--- src/rtl/seq_shift_unit.sv ---
`default_nettype none
// ============================================================================
// Module      : seq_shift_unit
// Description : Multi-cycle shift unit. Performs one single-bit step per clock
//               (ASR, LSR, SHL or ROR) until the requested amount is consumed,
//               then presents the result with a one-cycle done pulse.
// Ports       : clk   - rising-edge clock
//               rst   - synchronous reset, active-high
//               start - request, sampled when not shifting
//               op    - 00=ASR 01=LSR 10=SHL 11=ROR, sampled with start
//               a     - operand, sampled with start
//               amt   - shift amount, sampled with start
//               busy  - high while shifting
//               done  - one-cycle pulse when y holds the final result
//               y     - working/result register (direct flop output)
// Revision    : 1.0 - initial release
// ============================================================================
module seq_shift_unit #(
  parameter int WIDTH = 4,
  parameter int AMT_W = 3
) (
  input  logic             clk,
  input  logic             rst,
  input  logic             start,
  input  logic [1:0]       op,
  input  logic [WIDTH-1:0] a,
  input  logic [AMT_W-1:0] amt,
  output logic             busy,
  output logic             done,
  output logic [WIDTH-1:0] y
);

  typedef enum logic [1:0] {
    S_IDLE  = 2'd0,
    S_SHIFT = 2'd1,
    S_DONE  = 2'd2
  } state_t;

  localparam logic [1:0] c_OP_ASR = 2'b00;
  localparam logic [1:0] c_OP_LSR = 2'b01;
  localparam logic [1:0] c_OP_SHL = 2'b10;
  localparam logic [1:0] c_OP_ROR = 2'b11;

  state_t           state_q, state_d;
  logic [WIDTH-1:0] y_q, y_d;
  logic [AMT_W-1:0] cnt_q, cnt_d;
  logic [1:0]       op_q, op_d;
  logic [WIDTH-1:0] w_step;

  // One single-bit step of the latched operation applied to the working value.
  always_comb begin
    w_step = y_q;
    case (op_q)
      c_OP_ASR: w_step = {y_q[WIDTH-1], y_q[WIDTH-1:1]};
      c_OP_LSR: w_step = {1'b0, y_q[WIDTH-1:1]};
      c_OP_SHL: w_step = {y_q[WIDTH-2:0], 1'b0};
      c_OP_ROR: w_step = {y_q[0], y_q[WIDTH-1:1]};
      default:  w_step = y_q;
    endcase
  end

  always_comb begin
    state_d = state_q;
    y_d     = y_q;
    cnt_d   = cnt_q;
    op_d    = op_q;
    case (state_q)
      S_IDLE, S_DONE: begin
        // DONE accepts a new request directly so back-to-back ops have no gap.
        if (start) begin
          y_d     = a;
          cnt_d   = amt;
          op_d    = op;
          state_d = S_SHIFT;
        end else begin
          state_d = S_IDLE;
        end
      end
      S_SHIFT: begin
        // A zero amount still spends one cycle here, leaving y untouched.
        if (cnt_q == '0) begin
          state_d = S_DONE;
        end else begin
          y_d   = w_step;
          cnt_d = cnt_q - AMT_W'(1);
          if (cnt_q == AMT_W'(1)) begin
            state_d = S_DONE;
          end
        end
      end
      default: begin
        // Unreachable encoding: recover to idle.
        state_d = S_IDLE;
      end
    endcase
  end

  always_ff @(posedge clk) begin
    if (rst) begin
      state_q <= S_IDLE;
      y_q     <= '0;
      cnt_q   <= '0;
      op_q    <= 2'b00;
    end else begin
      state_q <= state_d;
      y_q     <= y_d;
      cnt_q   <= cnt_d;
      op_q    <= op_d;
    end
  end

  assign busy = (state_q == S_SHIFT);
  assign done = (state_q == S_DONE);
  assign y    = y_q;

endmodule
`default_nettype wire

--- config.mk ---
export PLATFORM = sky130hd
export DESIGN_NAME = seq_shift_unit
export DESIGN_NICKNAME = d
export VERILOG_FILES = /design/src/rtl/seq_shift_unit.sv
export SDC_FILE = /design/constraint.sdc
export NUM_CORES = 1
export LEC_CHECK = 0
export ABC_AREA = 1
export CORE_MARGIN = 4
export CORE_UTILIZATION = 40
export CTS_CLUSTER_DIAMETER = 200
export DETAILED_ROUTE_END_ITERATION = 10
export GPL_TIMING_DRIVEN = 0
export PLACE_DENSITY = 0.69
export SYNTH_ARGS = -nofsm -noshare
export SYNTH_HDL_FRONTEND = slang
export SYNTH_SLANG_ARGS = --single-unit
--- constraint.sdc ---
create_clock -name clk -period 3.4 [get_ports clk]
set_clock_uncertainty 0.1 [all_clocks]
set_input_delay 0.51 -clock clk [delete_from_list [all_inputs] [get_ports clk]]
set_output_delay 0.51 -clock clk [all_outputs]
set_load 0.005 [all_outputs]
==> results of run 1 <==
==> synth_stat cells (all sizes together) <==
| master | n |
|---|---|
| ha | 3 |
| dfxtp | 11 |
| nand3 | 9 |
| inv | 11 |
| a21oi | 5 |
| buf | 1 |
| or2 | 2 |
| xor2 | 1 |
| nand2 | 24 |
| nor2 | 14 |
| o21ai | 10 |
==> how the worst max path moves through the flow <==
| stage | endpoint | slack [ns] | depth (start not counted) | startpoint |
|---|---|---|---|---|
| 2_1_floorplan | y[1] | 2.16 | 8 | cnt_q[0] |
| 3_3_place_gp | y[2] | 1.62 | 6 | start |
| 3_5_place_dp | y[2] | 1.63 | 6 | start |
| 4_1_cts | busy | 1.32 | 4 | state_q[0] |
| 5_1_grt | busy | 1.26 | 4 | state_q[0] |
| 6_report | busy | 1.33 | 4 | state_q[0] |
==> placed cells by master (no fill, tap or decap) <==
| cell | netlist | routed |
|---|---|---|
| clkbuf_1 | 0 | 1 |
| nand3_2 | 1 | 1 |
| nor2_4 | 1 | 1 |
| o21ai_0 | 10 | 10 |
| ha_1 | 3 | 3 |
| a21oi_1 | 5 | 5 |
| inv_2 | 2 | 2 |
| nand2_4 | 1 | 1 |
| nand2_2 | 1 | 1 |
| nor2_1 | 13 | 13 |
| xor2_1 | 1 | 1 |
| nand3_1 | 8 | 8 |
| nand2_1 | 22 | 22 |
| or2_2 | 1 | 1 |
| buf_6 | 1 | 1 |
| clkdlybuf4s50_1 | 0 | 17 |
| inv_1 | 9 | 9 |
| or2_0 | 1 | 1 |
| clkbuf_4 | 0 | 3 |
| dfxtp_1 | 11 | 11 |
==> metal layers <==
layer	global-route usage	up-vias
met5	0	-
met4	0.04972	0
met3	0.06130	4
met2	0.2299	17
met1	0.1864	259
li1	-	329
==> through the flow <==
step	total power [mW]	util
detailed placement	0.2665	0.5828
global placement	0.2641	0.5828
finish	0.3547	0.6018
floorplan	0.2223	-
global route	0.3830	0.6018
CTS	0.3596	0.6018
==> registers in the layout, summed over array words and instances, names as in the netlist <==
register	cells
y	4
cnt_q	3
op_q	2
state_q	2
==> report_power, final <==
part           internal (mW)  total [mW]  switching [mW]
Clock                 0.0455      0.0914          0.0459
Sequential             0.144       0.157          0.0126
Combinational         0.0524       0.107          0.0543
Total                  0.242       0.355           0.113
==> layout make-up <==
cell class	instances	area share
plain buffers	1	0.01353
clock buffers	4	0.03158
inverters	11	0.04962
multi-input cells	68	0.4135
flip-flops and latches	11	0.2647
well taps	15	0.02256
repair buffers	17	0.2045
==> kinds of logic after synthesis <==
group / Yosys count / synth area share
compound gates: 15 / 0.1217
flops: 11 / 0.3570
xor+xnor: 1 / 0.01420
buf+inv: 12 / 0.08519
simple gates: 49 / 0.3611
fa+ha+maj: 3 / 0.06086
==> worst register-to-register path: cells and delay by family (launching register included) <==
kind / cells / cell delay [ns]
AOI/OAI and AO/OA: 1 / 0.16
and+or+nand+nor: 4 / 0.33
adders and majority gates: 1 / 0.20
buffers and inverters: 2 / 0.16
DFF: 1 / 0.37
==> run metrics, run 1 <==
Initial Util 0.4462; pins over their slew limit 0; CTS Sinks 11; Critical Path RT between 2 and 3 ns; multi-input logic area about 340 um^2; Hold Fails Final Rpt 0; M1 wire length approximately 690 um; gpl congestion a little under 0.8; drt drc 0; worst-path maximum fanout 10; clk root buf clkbuf_4; Cell Area, Placed 805.8 um^2; Mean Syn Cell Area about 6.8 um^2; hold endpoint cnt_q[1]; Synth area leaders dfxtp_1 (36%), nand2_1 (13%), o21ai_0 (8.1%), nor2_1 (7.9%), nand3_1 (6.5%); share of cells above drive strength 1 0.09821; hold_sp cnt_q[1]; Hold Path Class flop to flop; worst r2r dst y[2]; Final #Nets around 130; Detail Route Antenna Nets 0; Die ar. about 2200 um^2; flop2flop setup slack between 1.5 and 2 ns; number of I/O port buffers 17; CP Cell Sequence inv_2 > nor2_4 > buf_6 > clkdlybuf4s50_1; worst hold path depth 2; largest net degree at the start of global routing 11; first-pass GRT wire length between 2000 and 2500 um; GRT overflow 0; # diodes 0; fillers 145; Site Rows 13; Top Layer Used met4; final setup TNS 0 ns; sequential cell area between 200 and 250 um^2; CP max stage cell clkdlybuf4s50_1; TritonCTS buffer count 3; Seq/Total Area, Yosys 0.3570; clk_lat worst skew roughly 0.27 ns; max incr delay on CP 0.50 ns; Hold Slack around 0.43 ns; worst setup margin about 1.3 ns; Core Region approximately 1400 um^2; RSZ-0062 raised after global routing false; DR vias/cell between 4 and 5; fmax around 480 MHz; Worst Path Buf+Inv 3; CTS max path bufs 2; post-cts resize count 0; Worst EP arrival about 1.5 ns; dpl cells ~120; Die Width approximately 47 um; dominant cell type by area after synthesis dfxtp_1; final setup violating endpoints 0; Peak VDD IR 0.2149 mV; GRT Overall Usage 0.1489; post-synth top area share 0.3570; met3 wire length around 110 um; Crit. End Element primary output; actual slew at the worst max-slew pin ~0.27 ns; synth unique cells 17; number of global-route vias before repair 537; #FFs+latches synth 11; CTS H-tree depth 1; Layout area overhead 34.89%; Reg2Reg Launch Point cnt_q[0]; Clock Pin Slew Worst Setup and Hold Paths around 0.070 ns; kind of critical path flop to primary output; syn nets 106; post-detail-place hpwl about 1000 um; initial antenna violation count 0; die height 47.27 um; Top delay family on crit path buffers and inverters; power density cells 426.3 nW/um^2; Register-to-Register Path Depth 8; Met2 Wirelength just over 600 um; post-route cell area 832.0 um^2; drt wl/cell roughly 11 um; Max-slew headroom 0.8216; synthesized area 616.8 um^2; yosys warns 0; status finished, final reports clean; vias after detailed routing around 600; Setup crit start kind flop; setup bufs post-CTS 0; I/O pins 18; period utilisation layout 0.6081; CTS tree built; DR iter-0 viols 11; DP Worst Slack between 1.5 and 2 ns; Final Critical Period approximately 2.1 ns; DR pass1 iterations 4; Routed Wire Length about 1400 um; MaxCap Viol Count 0; Leak ~0.37 nW; hold_buf cts 0; final cell count without fillers 127; post-synthesis cell count slightly above 90
(Power assumes the default switching activity.)
==> run 2, diff against run 1 <==
Settings changed: PLACE_DENSITY 0.69 to 0.72.
Clock period 3.4 ns to 1.8 ns, I/O delays scaled along.
==> run metrics, run 2 (synthesis gave the netlist of run 1 again) <==
DR vias/cell 5.016 (+4.6%); worst hold path depth 2 (unchanged); Hold Path Class flop to flop; Initial Util 0.4462 (unchanged); Site Rows 13 (unchanged); Final #Nets 129 (+0.78%); Hold Fails Final Rpt 0 (unchanged); CTS max path bufs 2 (unchanged); die height 47.27 um (unchanged); Max-slew headroom 0.8148 (-0.006813); DR pass1 iterations 4 (unchanged); period utilisation layout 0.9672; Layout area overhead 36.31%; largest net degree at the start of global routing 11 (unchanged); vias after detailed routing 642 (+5.4%); power density cells 808.8 nW/um^2 (+90%); max reg flops 4 (unchanged); kind of critical path flop to primary output; gpl congestion 0.8140 (+2.3%); actual slew at the worst max-slew pin 0.2775 ns (+0.01021 ns); Peak VDD IR 0.5063 mV (+140%); Worst EP arrival 1.37 ns (-0.09 ns); status finished, final reports clean; number of global-route vias before repair 550 (+2.4%); Core Region 1383 um^2 (unchanged); final setup violating endpoints 0 (unchanged); CTS tree built; RSZ-0062 raised after global routing false; CTS H-tree depth 1 (unchanged); most common cell after layout, fill and taps aside nand2_1; pins over their slew limit 0 (unchanged); drt drc 0 (unchanged); Die ar. 2234 um^2 (unchanged); Critical Path RT 1.43 ns (-1.36 ns); DP Worst Slack 0.2563 ns (-1.373 ns); Final Critical Period 1.741 ns; worst-path maximum fanout 3 (-7); GRT Overall Usage 0.1594 (+0.01052); Clock Pin Slew Worst Setup and Hold Paths 0.08 ns (about the same); first-pass GRT wire length 2428 um (+5.7%); TritonCTS buffer count 3 (unchanged); clk root buf clkbuf_4; clk_lat worst skew 0.28 ns (about the same); Setup crit start kind flop; final setup TNS 0 ns (unchanged); worst setup margin 0.05903 ns (-1.274 ns); Leak 0.3793 nW (+1.5%); Detail Route Antenna Nets 0 (unchanged); CTS Sinks 11 (unchanged); DR iter-0 viols 20 (+9); MaxCap Viol Count 0 (unchanged); I/O pins 18 (unchanged); commonest cells after routing, fill and taps aside nand2_1 (22), clkdlybuf4s50_1 (17), nor2_1 (13); # diodes 0 (unchanged); Die Width 47.27 um (unchanged); fmax 574.4 MHz; hold_buf cts 0 (unchanged); number of I/O port buffers 17 (unchanged); Crit. End Element primary output; Register-to-Register Path Depth 8 (unchanged); post-detail-place hpwl 1076 um (+2.8%); GRT overflow 0 (unchanged); drt wl/cell 11.80 um (+4.5%); Routed Wire Length 1511 um (+5.3%); initial antenna violation count 0 (unchanged); share of cells above drive strength 1 0.1150 (+0.01683)
## run 2: final cells by class
cell class	count	area, um^2
inverter	11	41.29
timing repair buffer	18	177.7
tap	15	18.77
multi-input combinational	68	344.1
buffer	1	11.26
clock buffer	4	26.28
sequential	11	221.5
fill	130	541.8
## run 2: worst paths after layout
check                           startpoint       end  slack [ns]
worst max-delay path            state_q[0]      busy        0.06
worst min-delay path              cnt_q[1]  cnt_q[1]        0.43
worst max register to register    cnt_q[0]      y[2]        0.36
worst min register to register    cnt_q[1]  cnt_q[1]        0.43
## run 2: layer usage
layer  GRT usage  part of all wire  vias up
met1      0.2064              0.48      286
li1            -                 -      332
met5           0                 0        -
met2      0.2433              0.43       19
met4     0.08287             0.023        0
met3     0.03831             0.069        5
## run 2: critical path, stage by stage (launching register included)
cell	delay, ns
dfxtp_2	0.35
inv_2	0.05
nor2_4	0.10
buf_6	0.11
clkdlybuf4s50_1	0.49
## run 2: what timing repair did
action / 4_1_cts / 5_1_grt
setup buffers: 1 / 0
resized for setup: 1 / 0
endpoints found under the setup margin: 1 / 0
## run 2: through the flow
step | power [mW] | hold slack [ns] | area, um^2 | utilization | cells
3_5_place_dp | 0.5045 | 0.4103 | 805.8 | 0.5828 | 123
6_report | 0.6800 | 0.4324 | 840.8 | 0.6081 | 128
5_1_grt | 0.7312 | 0.4677 | 840.8 | 0.6081 | 128
4_1_cts | 0.6870 | 0.4287 | 840.8 | 0.6081 | 128
3_3_place_gp | 0.4981 | 0.3990 | 805.8 | 0.5828 | 123
2_1_floorplan | 0.4198 | 0.2391 | 616.8 | - | 91
## run 2: report_power, final
part           total [mW]  switching [mW]  internal [mW]
Clock               0.176          0.0902         0.0859
Combinational       0.206           0.104          0.102
Sequential          0.298          0.0255          0.272
==> run 3, diff against run 2 <==
Settings changed: ABC_CLOCK_PERIOD_IN_PS set to 1800, TNS_END_PERCENT set to 5.
==> results of run 3 <==
No change in the layout: final DEF, timing and power equal those of run 2.
